`config.mk`:
```
export PLATFORM = sky130hd
export DESIGN_NAME = plic_target
export DESIGN_NICKNAME = d
export VERILOG_FILES = /design/src/rtl/plic_pkg.sv /design/src/rtl/plic_prio_tree.sv /design/src/rtl/plic_target.sv
export SDC_FILE = /design/constraint.sdc
export NUM_CORES = 1
export LEC_CHECK = 0
export CELL_PAD_IN_SITES_DETAIL_PLACEMENT = 1
export CELL_PAD_IN_SITES_GLOBAL_PLACEMENT = 2
export CORE_MARGIN = 1.5
export CORE_UTILIZATION = 23
export CTS_CLUSTER_SIZE = 12
export DETAILED_ROUTE_END_ITERATION = 7
export PLACE_DENSITY = 0.91
export SLEW_MARGIN = 20
export SYNTH_ARGS = -nofsm -noshare
export SYNTH_HDL_FRONTEND = slang
export SYNTH_SLANG_ARGS = --single-unit
```
`constraint.sdc`:
```
create_clock -name clk_i -period 73.9 [get_ports clk_i]
set_clock_uncertainty 0.05 [all_clocks]
set_input_delay 18.475 -clock clk_i [delete_from_list [all_inputs] [get_ports clk_i]]
set_output_delay 18.475 -clock clk_i [all_outputs]
set_load 0.02 [all_outputs]
```
`src/rtl/plic_pkg.sv`:
```
// Shared definitions for the PLIC interrupt-target slice.
// Build option: PLIC_PRIO_PIPE_EN registers the resolver output (adds one cycle).
package plic_pkg;

    localparam int unsigned PLIC_IRQ_NUM = 32;
    localparam int unsigned PLIC_PRIO_W  = 3;

    // Width of a source ID for n sources (at least one bit)
    function automatic int unsigned plic_id_width(input int unsigned n);
        return (n > 1) ? $clog2(n) : 1;
    endfunction

    localparam int unsigned PLIC_ID_W = plic_id_width(PLIC_IRQ_NUM);

`ifdef PLIC_PRIO_PIPE_EN
    localparam int unsigned PLIC_SETTLE_CYC = 2;
`else
    localparam int unsigned PLIC_SETTLE_CYC = 1;
`endif

    typedef enum logic {
        ST_IDLE   = 1'b0,
        ST_SETTLE = 1'b1
    } plic_state_e;

endpackage

```
`src/rtl/plic_prio_tree.sv`:
```
// Combinational priority select: highest priority wins, ties go to the lowest ID.
module plic_prio_tree
    import plic_pkg::*;
#(
    parameter  int unsigned N    = PLIC_IRQ_NUM,
    parameter  int unsigned W    = PLIC_PRIO_W,
    localparam int unsigned ID_W = plic_id_width(N)
) (
    input  logic [N-1:0]   cand_i,
    input  logic [N*W-1:0] prio_i,
    output logic [ID_W-1:0] id_o,
    output logic [W-1:0]   prio_o
);

    // Ascending scan with strict compare keeps the lowest ID on a tie
    always_comb begin
        id_o   = '0;
        prio_o = '0;
        for (int unsigned i = 0; i < N; i++) begin
            if (cand_i[i] && (prio_i[i*W +: W] > prio_o)) begin
                id_o   = ID_W'(i);
                prio_o = prio_i[i*W +: W];
            end
        end
    end

endmodule

```
`src/rtl/plic_target.sv`:
```
// PLIC interrupt target: pending bits, priority resolution, claim/complete.
// Build option: PLIC_PRIO_PIPE_EN registers the resolver output; ext_irq_o and
// claim_id_o then lag one extra cycle and the post-claim settle window is 2 cycles.
module plic_target
    import plic_pkg::*;
#(
    parameter  int unsigned IRQ_NUM        = PLIC_IRQ_NUM,
    parameter  int unsigned IRQ_PRIO_WIDTH = PLIC_PRIO_W,
    localparam int unsigned ID_W           = plic_id_width(IRQ_NUM)
) (
    input  logic                              clk_i,
    input  logic                              rst_i,
    input  logic [IRQ_NUM-1:0]                gw_valid_i,
    output logic [IRQ_NUM-1:0]                gw_ready_o,
    output logic [IRQ_NUM-1:0]                gw_comp_o,
    input  logic [IRQ_NUM*IRQ_PRIO_WIDTH-1:0] prio_i,
    input  logic [IRQ_NUM-1:0]                ie_i,
    input  logic [IRQ_PRIO_WIDTH-1:0]         thold_i,
    input  logic                              claim_i,
    input  logic                              complete_i,
    input  logic [ID_W-1:0]                   complete_id_i,
    output logic [ID_W-1:0]                   claim_id_o,
    output logic [IRQ_NUM-1:0]                ip_o,
    output logic                              ext_irq_o
);

    logic [IRQ_NUM-1:0]        ip_q, ip_d;
    logic [IRQ_NUM-1:0]        comp_q, comp_d;
    logic                      ext_irq_q, ext_irq_d;
    plic_state_e               state_q, state_d;
    logic                      settle_cnt_q, settle_cnt_d;
    logic                      claim_fire;

    logic [IRQ_NUM-1:0]        cand;
    logic [ID_W-1:0]           res_id, win_id;
    logic [IRQ_PRIO_WIDTH-1:0] res_prio, win_prio;

    // Source 0 is never ready; others accept while not already pending
    assign gw_ready_o = {~ip_q[IRQ_NUM-1:1], 1'b0};
    assign ip_o       = ip_q;
    assign gw_comp_o  = comp_q;
    assign ext_irq_o  = ext_irq_q;

    // Candidate sources: pending, enabled and non-zero priority
    always_comb begin
        cand = '0;
        for (int unsigned i = 0; i < IRQ_NUM; i++) begin
            cand[i] = ip_q[i] & ie_i[i]
                    & (prio_i[i*IRQ_PRIO_WIDTH +: IRQ_PRIO_WIDTH] != '0);
        end
    end

    plic_prio_tree #(
        .N (IRQ_NUM),
        .W (IRQ_PRIO_WIDTH)
    ) u_prio_tree (
        .cand_i (cand),
        .prio_i (prio_i),
        .id_o   (res_id),
        .prio_o (res_prio)
    );

`ifdef PLIC_PRIO_PIPE_EN
    logic [ID_W-1:0]           win_id_q, win_id_d;
    logic [IRQ_PRIO_WIDTH-1:0] win_prio_q, win_prio_d;

    // Next value of the resolver pipeline stage
    always_comb begin
        win_id_d   = res_id;
        win_prio_d = res_prio;
    end

    // Resolver pipeline stage
    always_ff @(posedge clk_i or posedge rst_i) begin
        if (rst_i) begin
            win_id_q   <= '0;
            win_prio_q <= '0;
        end else begin
            win_id_q   <= win_id_d;
            win_prio_q <= win_prio_d;
        end
    end

    assign win_id   = win_id_q;
    assign win_prio = win_prio_q;
`else
    assign win_id   = res_id;
    assign win_prio = res_prio;
`endif

    // Claim ID is hidden while the resolver settles after a claim
    assign claim_id_o = (state_q == ST_IDLE) ? win_id : '0;

    // Next-state: claim FSM, pending bits, completion pulses, interrupt line
    always_comb begin
        state_d      = state_q;
        settle_cnt_d = settle_cnt_q;
        claim_fire   = 1'b0;
        ip_d         = ip_q | (gw_valid_i & gw_ready_o);
        comp_d       = '0;
        ext_irq_d    = (win_prio > thold_i);

        case (state_q)
            ST_IDLE: begin
                if (claim_i) begin
                    claim_fire   = 1'b1;
                    state_d      = ST_SETTLE;
                    settle_cnt_d = 1'(PLIC_SETTLE_CYC - 1);
                end
            end
            ST_SETTLE: begin
                if (settle_cnt_q == 1'b0) begin
                    state_d = ST_IDLE;
                end else begin
                    settle_cnt_d = settle_cnt_q - 1'b1;
                end
            end
            default: state_d = ST_IDLE;
        endcase

        // Claim clear overrides a same-cycle handshake; clearing ID 0 is a no-op
        if (claim_fire) begin
            ip_d[claim_id_o] = 1'b0;
        end
        ip_d[0] = 1'b0;

        // Out-of-range, zero or disabled IDs produce no completion
        for (int unsigned i = 1; i < IRQ_NUM; i++) begin
            comp_d[i] = complete_i && (complete_id_i == ID_W'(i)) && ie_i[i];
        end
    end

    // State registers
    always_ff @(posedge clk_i or posedge rst_i) begin
        if (rst_i) begin
            state_q      <= ST_IDLE;
            settle_cnt_q <= 1'b0;
            ip_q         <= '0;
            comp_q       <= '0;
            ext_irq_q    <= 1'b0;
        end else begin
            state_q      <= state_d;
            settle_cnt_q <= settle_cnt_d;
            ip_q         <= ip_d;
            comp_q       <= comp_d;
            ext_irq_q    <= ext_irq_d;
        end
    end

endmodule

```
==> summary.txt <==
Yosys
  – Syn_area_per_cell: 7.60 µm²
  – Synth Cell Area: 0.00767 mm²
  – Post-synthesis mux area share: 1.39%
  – Simple-Gate Fraction of Synth Area: about 27%
  – Ys Warns: 0
  – Synth area leaders: dfrtp_1 21%, ha_1 6.4%, inv_1 5.4%, nand2_1 4.7%, nor2_1 4.3%
  – Synth Area in Compound Gates: 35.8%
  – Synth cell types: 102
  – Most common cell in the synthesized netlist: inv_1
  – Post-synth top flop: dfrtp_1
  – Adder-cell share of the synthesized area: just under 8%
  – Gate Count Post-Synth: 1009
  – Largest family of logic cells by synthesized area: compound AO/OA/AOI/OAI gates
  – Sequential share of the synthesized area: 20.9%
  – Number of synthesized register bits: 64
  – Synth async-reset ratio: 100%
  – Synth area leader: dfrtp_1
  – Synth cell count leaders: 110 x inv_1, 97 x nand2_1, 87 x nor2_1
  – Synth Area in XOR/XNOR: 0%
  – Post-synth EDFFs: 0
  – Top-area cell type share of the netlist area: 20.9%

Critical path
  – Worst r2r src: ip_o[1]
  – Crit path max-delay cell type: or4b_4
  – Worst Path Max Fanout: 5
  – Largest stage delay on the critical path: 510 ps
  – Worst Setup SP: ie_i[1]
  – WP data required: 55380 ps
  – CP Capture Type: output port
  – CP Launch Type: input port
  – WS Path Type: in2out
  – CP dominant cell by count: buf_4
  – CP arrival: 57130 ps

Drt
  – Vias: around 11000
  – Detailed Route WL: 47300 µm
  – DR DRC count: 0
  – Routed WL per cell: 22.7 µm
  – Initial DRC count: 560
  – Vias per inst: 5.29
  – 1st-pass router iterations: 7
  – DRT antenna net count: 0

Timing
  – Min Tclk post-route: 75660 ps
  – Fmax: 13.2 MHz
  – Unrepaired setup endpoints after global routing: yes
  – Post-route setup slack: -1760 ps
  – Setup TNS Final: -8440 ps
  – Final setup viols: 5
  – Worst-margin pin slew: around 1100 ps
  – Slew margin rel.: 24.8%
  – Max Slew Vio Count: 0
  – Final period utilization: 102%
  – Hold Fails Final Rpt: 0

Floorplan
  – Die Width: 186 µm
  – # rows: between 60 and 70
  – Ports: 274
  – Initial Util: 23.5%
  – Total core area: 0.0327 mm²
  – Die area: 0.0345 mm²
  – Die Span Y: 186 µm

Pwr
  – Leakage: 6.88 nW
  – Peak VDD IR: 0.0000691 V
  – Overall Power: approximately 1.0 mW
  – Pwr Density: between 60 and 70 mW/mm²

Final layout
  – Area grow syn2layout: 100%
  – Ratio of cells with drive above 1 in the final layout: 39.9%
  – Final nets: about 1800
  – Final Non-Filler Cells: 2087

Clock tree
  – Max Buffers Root-to-Sink: 2
  – Sink Count: 64
  – Later-pin clock latency in the skew report: between 300 and 400 ps
  – H-tree depth: 3
  – Total CTS buffers: 9
  – CTS Hold Bufs: 0
  – CTS tree: done
  – Clk slew on worst S/H paths: around 60 ps
  – CTS root buffer: clkbuf_16

Placed design
  – Hpwl dp: 31700 µm
  – Gpl congestion: 0.921
  – I/O Buffers: ~270
  – Pre-CTS setup slack: -3800 ps
  – Inst Count DP: between 1500 and 2000

Worst hold path
  – Hold Path Class: reg2reg
  – Hold path start: ip_o[12]

Global routing
  – Vias in the first global route: 11600
  – First-pass GRT wire length: between 60000 and 70000 µm
  – GRT Overall Usage: 25.8%
  – Initial antenna violation count: 6
  – Gr ovfl total: 0
  – Largest net degree at the start of global routing: 65

Job
  – Max cap viols: 0

Status
  – Failing checks: setup timing
  – Status: complete, but fails checks
-- flip-flops by register name (all words and copies together), names as in the netlist --
name,count
ext_irq_o,1
gw_comp_o,31
ip_o,31
state_q,1
-- metrics by stage --
step | utilization [%] | instance area (µm²) | hold WS, ps
after floorplan | - | 7890 | 602
after global placement | 38.0 | 12400 | 488
after detailed placement | 38.0 | 12400 | 517
after CTS | 44.9 | 14700 | 530
after global routing | 47.0 | 15400 | 544
final | 47.0 | 15400 | 526
-- layout make-up --
class                           count  area (µm²)
Sequential cell                    64        1600
Tap cell                          442         553
Clock buffer                       11         253
Antenna cell                        4        10.0
Timing Repair Buffer              630        5430
Fill cell                        3826       17300
Clock inverter                      5         103
Multi-Input combinational cell    821        7000
Inverter                          110         418
-- path summary, 6_finish.rpt --
| check | depth (start not counted) | endpoint | slack, ps |
|---|---|---|---|
| worst max register to register | 227 | ip_o[14] | 33520 |
| min in group asynchronous | 3 | gw_comp_o[21] | 18720 |
| max in group asynchronous | 3 | ip_o[7] | 54470 |
| worst max-delay path | 238 | claim_id_o[2] | -1760 |
| worst min-delay path | 1 | ip_o[12] | 530 |
| worst min register to register | 1 | ip_o[12] | 530 |
-- power breakdown --
part	total, mW	switching, mW	leakage (nW)	internal, mW
registers	0.0527	0.0114	0.731	0.0413
clock network	0.0533	0.0185	0.172	0.0348
logic	0.936	0.473	5.98	0.464
total	1.04	0.502	6.88	0.540
-- cells by family (layout without fill, tap and decap cells) --
| kind of cell | after synthesis | count (layout) |
|---|---|---|
| buffers and inverters | 126 | 756 |
| AND/OR/NAND/NOR | 408 | 408 |
| other | 1 | 7 |
| flip-flops | 64 | 64 |
| adder cells (fa/ha/maj) | 50 | 50 |
| AO/OA/AOI/OAI | 350 | 350 |
| multiplexers | 10 | 10 |
-- placed cells by master (no fill, tap or decap), drive strengths merged, types with 9 or more instances in the layout --
cell type	n
nand3	48
nand2	98
nand2b	11
a21o	17
a21oi	47
a31oi	29
nand4	9
maj3	11
and2	32
clkdlybuf4s50	253
a22oi	10
o211ai	20
and3	52
or2	18
dfrtp	64
o21ai	59
nor2	87
clkbuf	12
o21a	13
o31ai	10
o211a	9
ha	39
o2111ai	10
a211oi	13
o32a	24
buf	373
inv	110
nor3	16
-- per-layer routing --
metal | up-vias | share of wire [%] | GRT usage, %
li1 | 5063 | - | -
met1 | 5473 | 40 | 29.6
met2 | 390 | 51 | 47.1
met3 | 119 | 5.4 | 4.87
met4 | 2 | 3.8 | 9.68
met5 | - | 0.027 | 0
-- what timing repair did --
action	in CTS	in global routing
buffers inserted	138	39
setup endpoints to repair	5	5
endpoints found under the hold margin	0	0
gates resized for setup	220	73
pin swaps	147	120
-- worst max-delay path: cells and delay by family --
kind,cells,cell delay (ps)
buffers and inverters,63,7830
multiplexers,5,1630
adder cells (fa/ha/maj),29,7640
AND/OR/NAND/NOR,66,8830
AO/OA/AOI/OAI,75,12590
No activity file was read; power rests on OpenSTA's default activity.
